<file path="src/rtl/led_pwm_pkg.sv">
// led_pwm_pkg: register map, CTRL bit positions, STATUS layout and byte-merge helper
package led_pwm_pkg;
    localparam logic [2:0] OFF_CTRL     = 3'd0;
    localparam logic [2:0] OFF_PRESCALE = 3'd1;
    localparam logic [2:0] OFF_DUTY     = 3'd2;
    localparam logic [2:0] OFF_BLINK    = 3'd3;
    localparam logic [2:0] OFF_STATUS   = 3'd4;
    localparam int CTRL_EN       = 0;
    localparam int CTRL_BLINK_EN = 1;
    localparam int STATUS_CNT_W  = 8;
    localparam int STATUS_PHASE  = 8;
    function automatic logic [31:0] be_merge(logic [31:0] old_v, logic [31:0] new_v, logic [3:0] be);
        logic [31:0] r;
        for (int b = 0; b < 4; b++) r[8*b +: 8] = be[b] ? new_v[8*b +: 8] : old_v[8*b +: 8];
        return r;
    endfunction
endpackage

</file>
<file path="src/rtl/led_pwm_timebase.sv">
// led_pwm_timebase: prescaler, PWM counter and blink phase generator
//   clk_i, rst_i           : clock, synchronous active-high reset
//   i_en, i_blink_en       : CTRL.EN / CTRL.BLINK_EN
//   i_prescale, i_blink    : PRESCALE and BLINK register values
//   i_presc_clr, i_blink_clr : register write strobes, clear the matching counter
//   o_pwm_cnt, o_blink_phase : counter state for the LED compare and STATUS
module led_pwm_timebase #(
    parameter int DutyWidth = 8
) (
    input  logic                 clk_i,
    input  logic                 rst_i,
    input  logic                 i_en,
    input  logic                 i_blink_en,
    input  logic [15:0]          i_prescale,
    input  logic [15:0]          i_blink,
    input  logic                 i_presc_clr,
    input  logic                 i_blink_clr,
    output logic [DutyWidth-1:0] o_pwm_cnt,
    output logic                 o_blink_phase
);
    logic [15:0]          r_presc;
    logic [DutyWidth-1:0] r_pwm;
    logic [15:0]          r_blink_cnt;
    logic                 r_phase;
    logic                 w_tick;
    logic                 w_wrap;
    logic                 w_toggle;
    // a register write wins over a coincident tick/wrap on the same edge
    assign w_tick   = (r_presc == i_prescale) & ~i_presc_clr;
    assign w_wrap   = w_tick & (r_pwm == '1);
    assign w_toggle = w_wrap & (r_blink_cnt == i_blink) & ~i_blink_clr;
    always_ff @(posedge clk_i) begin
        if (rst_i || !i_en) begin
            r_presc     <= '0;
            r_pwm       <= '0;
            r_blink_cnt <= '0;
            r_phase     <= 1'b1;
        end else begin
            r_presc <= (i_presc_clr || w_tick) ? '0 : r_presc + 16'd1;
            r_pwm   <= r_pwm + DutyWidth'(w_tick);
            if (!i_blink_en) begin
                r_blink_cnt <= '0;
                r_phase     <= 1'b1;
            end else begin
                r_blink_cnt <= (i_blink_clr || w_toggle) ? '0 : r_blink_cnt + 16'(w_wrap);
                r_phase     <= r_phase ^ w_toggle;
            end
        end
    end
    assign o_pwm_cnt     = r_pwm;
    assign o_blink_phase = r_phase;
endmodule

</file>
<file path="src/rtl/led_pwm_periph.sv">
// led_pwm_periph: bus-attached PWM LED driver with prescaler and blink
//   clk_i, rst_i  : clock, synchronous active-high reset
//   req_i, we_i, be_i, addr_i, wdata_i : data-port request (addr bits [4:2] decoded)
//   gnt_o         : same-cycle grant
//   rvalid_o, err_o, rdata_o : registered response, one cycle after each request
//   led_o         : registered LED drive
module led_pwm_periph
    import led_pwm_pkg::*;
#(
    parameter int NumLeds   = 4,
    parameter int DutyWidth = 8
) (
    input  logic               clk_i,
    input  logic               rst_i,
    input  logic               req_i,
    input  logic               we_i,
    input  logic [3:0]         be_i,
    input  logic [31:0]        addr_i,
    input  logic [31:0]        wdata_i,
    output logic               gnt_o,
    output logic               rvalid_o,
    output logic [31:0]        rdata_o,
    output logic               err_o,
    output logic [NumLeds-1:0] led_o
);
    localparam logic [31:0] DutyMask = 32'((64'd1 << (8 * NumLeds)) - 64'd1);
    logic [1:0]           r_ctrl;
    logic [15:0]          r_prescale;
    logic [15:0]          r_blink;
    logic [31:0]          r_duty;
    logic                 r_rvalid;
    logic                 r_err;
    logic [31:0]          r_rdata;
    logic [NumLeds-1:0]   r_led;
    logic [2:0]           w_off;
    logic                 w_bad;
    logic                 w_wr;
    logic [31:0]          w_rd;
    logic [31:0]          w_merged;
    logic [31:0]          w_status;
    logic [DutyWidth-1:0] w_pwm;
    logic                 w_phase;
    logic [NumLeds-1:0]   w_led;
    logic                 w_unused;
    assign w_unused = ^{addr_i[31:5], addr_i[1:0]};
    assign w_off    = addr_i[4:2];
    assign w_bad    = (w_off > OFF_STATUS) | (we_i & (w_off == OFF_STATUS));
    assign w_wr     = req_i & we_i & ~w_bad;
    assign gnt_o    = req_i;
    always_comb begin
        w_status = '0;
        w_status[STATUS_CNT_W-1:0] = STATUS_CNT_W'(w_pwm);
        w_status[STATUS_PHASE] = w_phase;
    end
    assign w_rd = (w_off == OFF_CTRL)     ? {30'b0, r_ctrl} :
                  (w_off == OFF_PRESCALE) ? {16'b0, r_prescale} :
                  (w_off == OFF_DUTY)     ? r_duty :
                  (w_off == OFF_BLINK)    ? {16'b0, r_blink} :
                  (w_off == OFF_STATUS)   ? w_status : '0;
    // writes merge onto the current readback so only enabled bytes change
    assign w_merged = be_merge(w_rd, wdata_i, be_i);
    led_pwm_timebase #(.DutyWidth(DutyWidth)) u_timebase (
        .clk_i        (clk_i),
        .rst_i        (rst_i),
        .i_en         (r_ctrl[CTRL_EN]),
        .i_blink_en   (r_ctrl[CTRL_BLINK_EN]),
        .i_prescale   (r_prescale),
        .i_blink      (r_blink),
        .i_presc_clr  (w_wr && w_off == OFF_PRESCALE),
        .i_blink_clr  (w_wr && w_off == OFF_BLINK),
        .o_pwm_cnt    (w_pwm),
        .o_blink_phase(w_phase)
    );
    for (genvar i = 0; i < NumLeds; i++) begin : g_led
        assign w_led[i] = r_ctrl[CTRL_EN] & w_phase & (w_pwm < r_duty[8*i +: DutyWidth]);
    end
    always_ff @(posedge clk_i) begin
        if (rst_i) begin
            r_ctrl     <= '0;
            r_prescale <= '0;
            r_blink    <= '0;
            r_duty     <= '0;
            r_rvalid   <= 1'b0;
            r_err      <= 1'b0;
            r_rdata    <= '0;
            r_led      <= '0;
        end else begin
            r_rvalid <= req_i;
            r_err    <= req_i & w_bad;
            r_rdata  <= (req_i && !we_i && !w_bad) ? w_rd : '0;
            r_led    <= w_led;
            if (w_wr && w_off == OFF_CTRL)     r_ctrl     <= w_merged[1:0];
            if (w_wr && w_off == OFF_PRESCALE) r_prescale <= w_merged[15:0];
            if (w_wr && w_off == OFF_DUTY)     r_duty     <= w_merged & DutyMask;
            if (w_wr && w_off == OFF_BLINK)    r_blink    <= w_merged[15:0];
        end
    end
    assign rvalid_o = r_rvalid;
    assign err_o    = r_err;
    assign rdata_o  = r_rdata;
    assign led_o    = r_led;
endmodule

</file>
<file path="config.mk">
export PLATFORM = sky130hd
export DESIGN_NAME = led_pwm_periph
export DESIGN_NICKNAME = d
export VERILOG_FILES = /design/src/rtl/led_pwm_pkg.sv /design/src/rtl/led_pwm_timebase.sv /design/src/rtl/led_pwm_periph.sv
export SDC_FILE = /design/constraint.sdc
export NUM_CORES = 1
export LEC_CHECK = 0
export BUFFER_PORTS_ARGS = -buffer_cell sky130_fd_sc_hd__buf_2
export CORE_UTILIZATION = 61
export CTS_CLUSTER_DIAMETER = 60
export DETAILED_ROUTE_END_ITERATION = 10
export GPL_TIMING_DRIVEN = 0
export HOLD_SLACK_MARGIN = 0.05
export PLACE_DENSITY = 0.85
export REMOVE_ABC_BUFFERS = 1
export SETUP_SLACK_MARGIN = 0.05
export SLEW_MARGIN = 25
export SYNTH_ARGS = -nofsm -noshare
export SYNTH_HDL_FRONTEND = slang
export SYNTH_HIERARCHICAL = 1
export SYNTH_SLANG_ARGS = --single-unit
</file>
<file path="constraint.sdc">
create_clock -name clk_i -period 4.1 [get_ports clk_i]
set_input_delay 0.41 -clock clk_i [delete_from_list [all_inputs] [get_ports clk_i]]
set_output_delay 0.41 -clock clk_i [all_outputs]
set_load 0.01 [all_outputs]
</file>
==> run_results.csv <==
group,metric,value,unit
status,status,"complete, no violations",
worst_setup_path,crit_family,"simple AND/OR/NAND/NOR gates",
routing,wl_per_cell,18.6,um
worst_setup_path,cp-end-kind,"register",
synth,synth_cell_type_count,51,
worst_setup_path,ff2ff_path_depth,10,
clocking,cts-root-buf,"clkbuf_16",
placement,place_ws,0.592,ns
global_route,grt_pass1_vias,6170,
pwr,max-vdd-ir-drop,311,uV
worst_setup_path,cp_max_fo,31,
finish,final_common_cell,"dfxtp_1",
timing,skew,0.00644,ns
flow_run,drv_cap,0,
timing,worst_pin_slew,0.914,ns
global_route,grt_usage,32.0,%
placement,dpl.hpwl,12500,um
routing,postRouteAntennaNets,0,
finish,insertedDiodeCount,0,
finish,layout_common_cells,"dfxtp_1, nor2_1, buf_2",
hold_path,min_to,"r_duty[22]$_SDFFE_PP0P_",
finish,area_growth,14.6,%
timing,finalSetupViolations,0,
pwr,power_density,387,nW/um^2
routing,drc,0,
synth,ys.warnings.count,6,
pwr,leakagePower,0.00320,uW
clocking,cts_hold_buffers,0,
timing,tns,0,ns
timing,holdWs,0.246,ns
synth,yosys_most_used_dff,"dfxtp_1",
synth,synth_edf_count,0,
timing,layout_min_cycle_time,3.11,ns
placement,place_congestion,0.925,
timing,slew_viol_final,0,
placement,io_buffers,81,
worst_setup_path,startpoint_type,"input port",
clocking,cts_sinks,145,
routing,first_iter_violations,701,
die,rows,38,
synth,syn_area,7070,sq um
worst_setup_path,cpMostUsedCell,"ha_1",
worst_setup_path,rrSetupSlack,1.17,ns
die,die_area,12000,sq um
clocking,cts-htree-levels,4,
clocking,clk_latency,0.43,ns
worst_setup_path,path_buf_inv,2,
finish,drive_gt1_share,18.8,%
routing,via_per_inst,6.36,
die,die_h,110,um
clocking,clockBufferDepth,2,
die,start_util,63.8,%
routing,routed-via-count,6313,
timing,max_slew_margin,39.1,%
finish,layout.nets,945,
clocking,cts_setup_buffers,0,
routing,dr.pass1.iters,8,
synth,yosysTopAreaCell,"dfxtp_1",
timing,min_period_over_period,75.9,%
timing,hold_viol_final,0,
worst_setup_path,slowest_stage,"or2_1",
worst_setup_path,worst_path_largest_cell_delay,0.54,ns
clocking,numCtsBuffers,17,
worst_setup_path,timing.rr.end,"u_timebase/r_blink_cnt[14]$_SDFF_PP0_",
worst_setup_path,crit_chain,"buf_2, or2_1, nor2_4, buf_16, nor4_1, ha_1, ha_1, nand3_1, nor2_1, xnor2_1, nor3_2",
pwr,power,3140,uW
worst_setup_path,arrival,3.40,ns
clocking,clkTransAtPathRegs,0.06,ns
hold_path,hp-start,"wdata_i[22]",
timing,rsz0062_at_grt,"no",
worst_setup_path,worst-endpoint-required,4.39,ns
global_route,antenna_found_initial,0,
worst_setup_path,setup.worst_path.class,"input port to register",
timing,fin_ws,0.990,ns
clocking,cts_resized,0,
synth,synth.avg_cell_area,9.02,sq um
timing,fmax,322,MHz
synth,synthTopCellsByArea,"dfxtp_1, xor2_1, ha_1",
hold_path,whs_path_depth,3,
die,pin_count,111,
worst_setup_path,r2r_start,"r_prescale[13]$_SDFFE_PP0P_",
synth,synth.top_cell.area_share,41.0,%
routing,finalWirelength,18500,um
synth,synthCells,784,
global_route,grt_pass1_wl,29100,um
die,coreArea,11100,sq um
synth,ys_ff_latch,145,
clocking,cts_tree,"done",
finish,final_util,73.2,%
synth,async_reset_ff_share,0,%
global_route,grt_start_max_net_pins,72,
synth,yosysSeqAreaShare,41.0,%
hold_path,hold_class,"input port to register",
global_route,grt_overflow_total,0,
die,chipWidth,110,um
[layer usage]
layer	track usage [%]	wire length (um)	vias to the layer above	share of wire (%)
li1	-	-	2909	-
met1	36.7	7380	2997	40
met2	55.0	9140	330	49
met3	7.11	1280	77	6.9
met4	17.6	693	0	3.7
met5	0	0	-	0
[sequential cells by signal, summed over array words and instances, names as in the netlist]
register and flops:
u_timebase/o_pwm_cnt 8, err_o 1, u_timebase/o_blink_phase 1, led_o 4, r_prescale 16, r_ctrl 2, rvalid_o 1, u_timebase/r_presc 16
u_timebase/r_blink_cnt 16, r_blink 16, rdata_o 32, r_duty 32
[synthesized netlist by cell type (3+ instances only)]
| library cell | count |
|---|---|
| a21oi_1 | 49 |
| nor3b_1 | 6 |
| nor4_1 | 20 |
| a2111oi_0 | 4 |
| nand2b_1 | 7 |
| a211oi_2 | 21 |
| a21o_1 | 17 |
| xnor2_1 | 12 |
| and3_1 | 4 |
| nand3_1 | 27 |
| nand4_1 | 17 |
| buf_2 | 21 |
| clkbuf_1 | 25 |
| xor2_1 | 52 |
| nand2_1 | 53 |
| and4_1 | 3 |
| nor4_2 | 4 |
| nor2b_1 | 3 |
| a22o_1 | 7 |
| mux2_1 | 6 |
| and2_1 | 8 |
| dfxtp_1 | 145 |
| nor3_2 | 11 |
| nor3_1 | 22 |
| ha_1 | 33 |
| nor2_1 | 83 |
| a211oi_1 | 43 |
| inv_1 | 33 |
| nand3b_1 | 12 |
| o31a_1 | 7 |
[kinds of logic after synthesis]
logic type | synth area share [%]
xor gates and xnor gates | 7.93
adders and majority gates | 5.84
DFF | 41.0
muxes | 1.40
AOI/OAI and AO/OA | 16.7
and+or+nand+nor | 21.9
buffers and inverters | 5.15
[cell type report]
cell class,instances,area (sq um)
inverter,34,128
sequential,145,2900
multi-input combinational,555,3820
fill,730,2970
timing repair buffer,87,514
clock inverter,6,80.1
tap,140,175
clock buffer,25,485
[power breakdown]
| group | leakage, uW | internal, uW | switching [uW] | total (uW) |
|---|---|---|---|---|
| logic | 0.00175 | 65.4 | 128 | 193 |
| clock network | 0.000281 | 936 | 571 | 1510 |
| registers | 0.00117 | 1420 | 13.0 | 1440 |
[stage by stage]
| step | cell area, sq um | std cells |
|---|---|---|
| after floorplan | 6840 | 734 |
| after global placement | 7420 | 955 |
| after detailed placement | 7530 | 960 |
| after CTS | 8100 | 991 |
| after global routing | 8110 | 992 |
| final | 8110 | 992 |
[tightest hold or removal path, cell delays in order]
cell,delay [ns]
buf_2,0.09
nand3_1,0.05
a21oi_1,0.06
[worst max-delay path by stage]
| stage | start | to | slack (ns) | depth (start not counted) |
|---|---|---|---|---|
| after floorplan | addr_i[4] | r_duty[16]$_SDFFE_PP0P_ | 0.83 | 5 |
| after global placement | addr_i[3] | r_duty[31]$_SDFFE_PP0P_ | -0.91 | 6 |
| after detailed placement | addr_i[2] | u_timebase/r_blink_cnt[12]$_SDFF_PP0_ | 0.59 | 11 |
| after CTS | addr_i[2] | u_timebase/r_blink_cnt[12]$_SDFF_PP0_ | 1.00 | 11 |
| after global routing | addr_i[4] | u_timebase/r_blink_cnt[14]$_SDFF_PP0_ | 0.75 | 11 |
| final | addr_i[4] | u_timebase/r_blink_cnt[14]$_SDFF_PP0_ | 0.99 | 11 |
No activity file was read; power rests on OpenSTA's default activity.
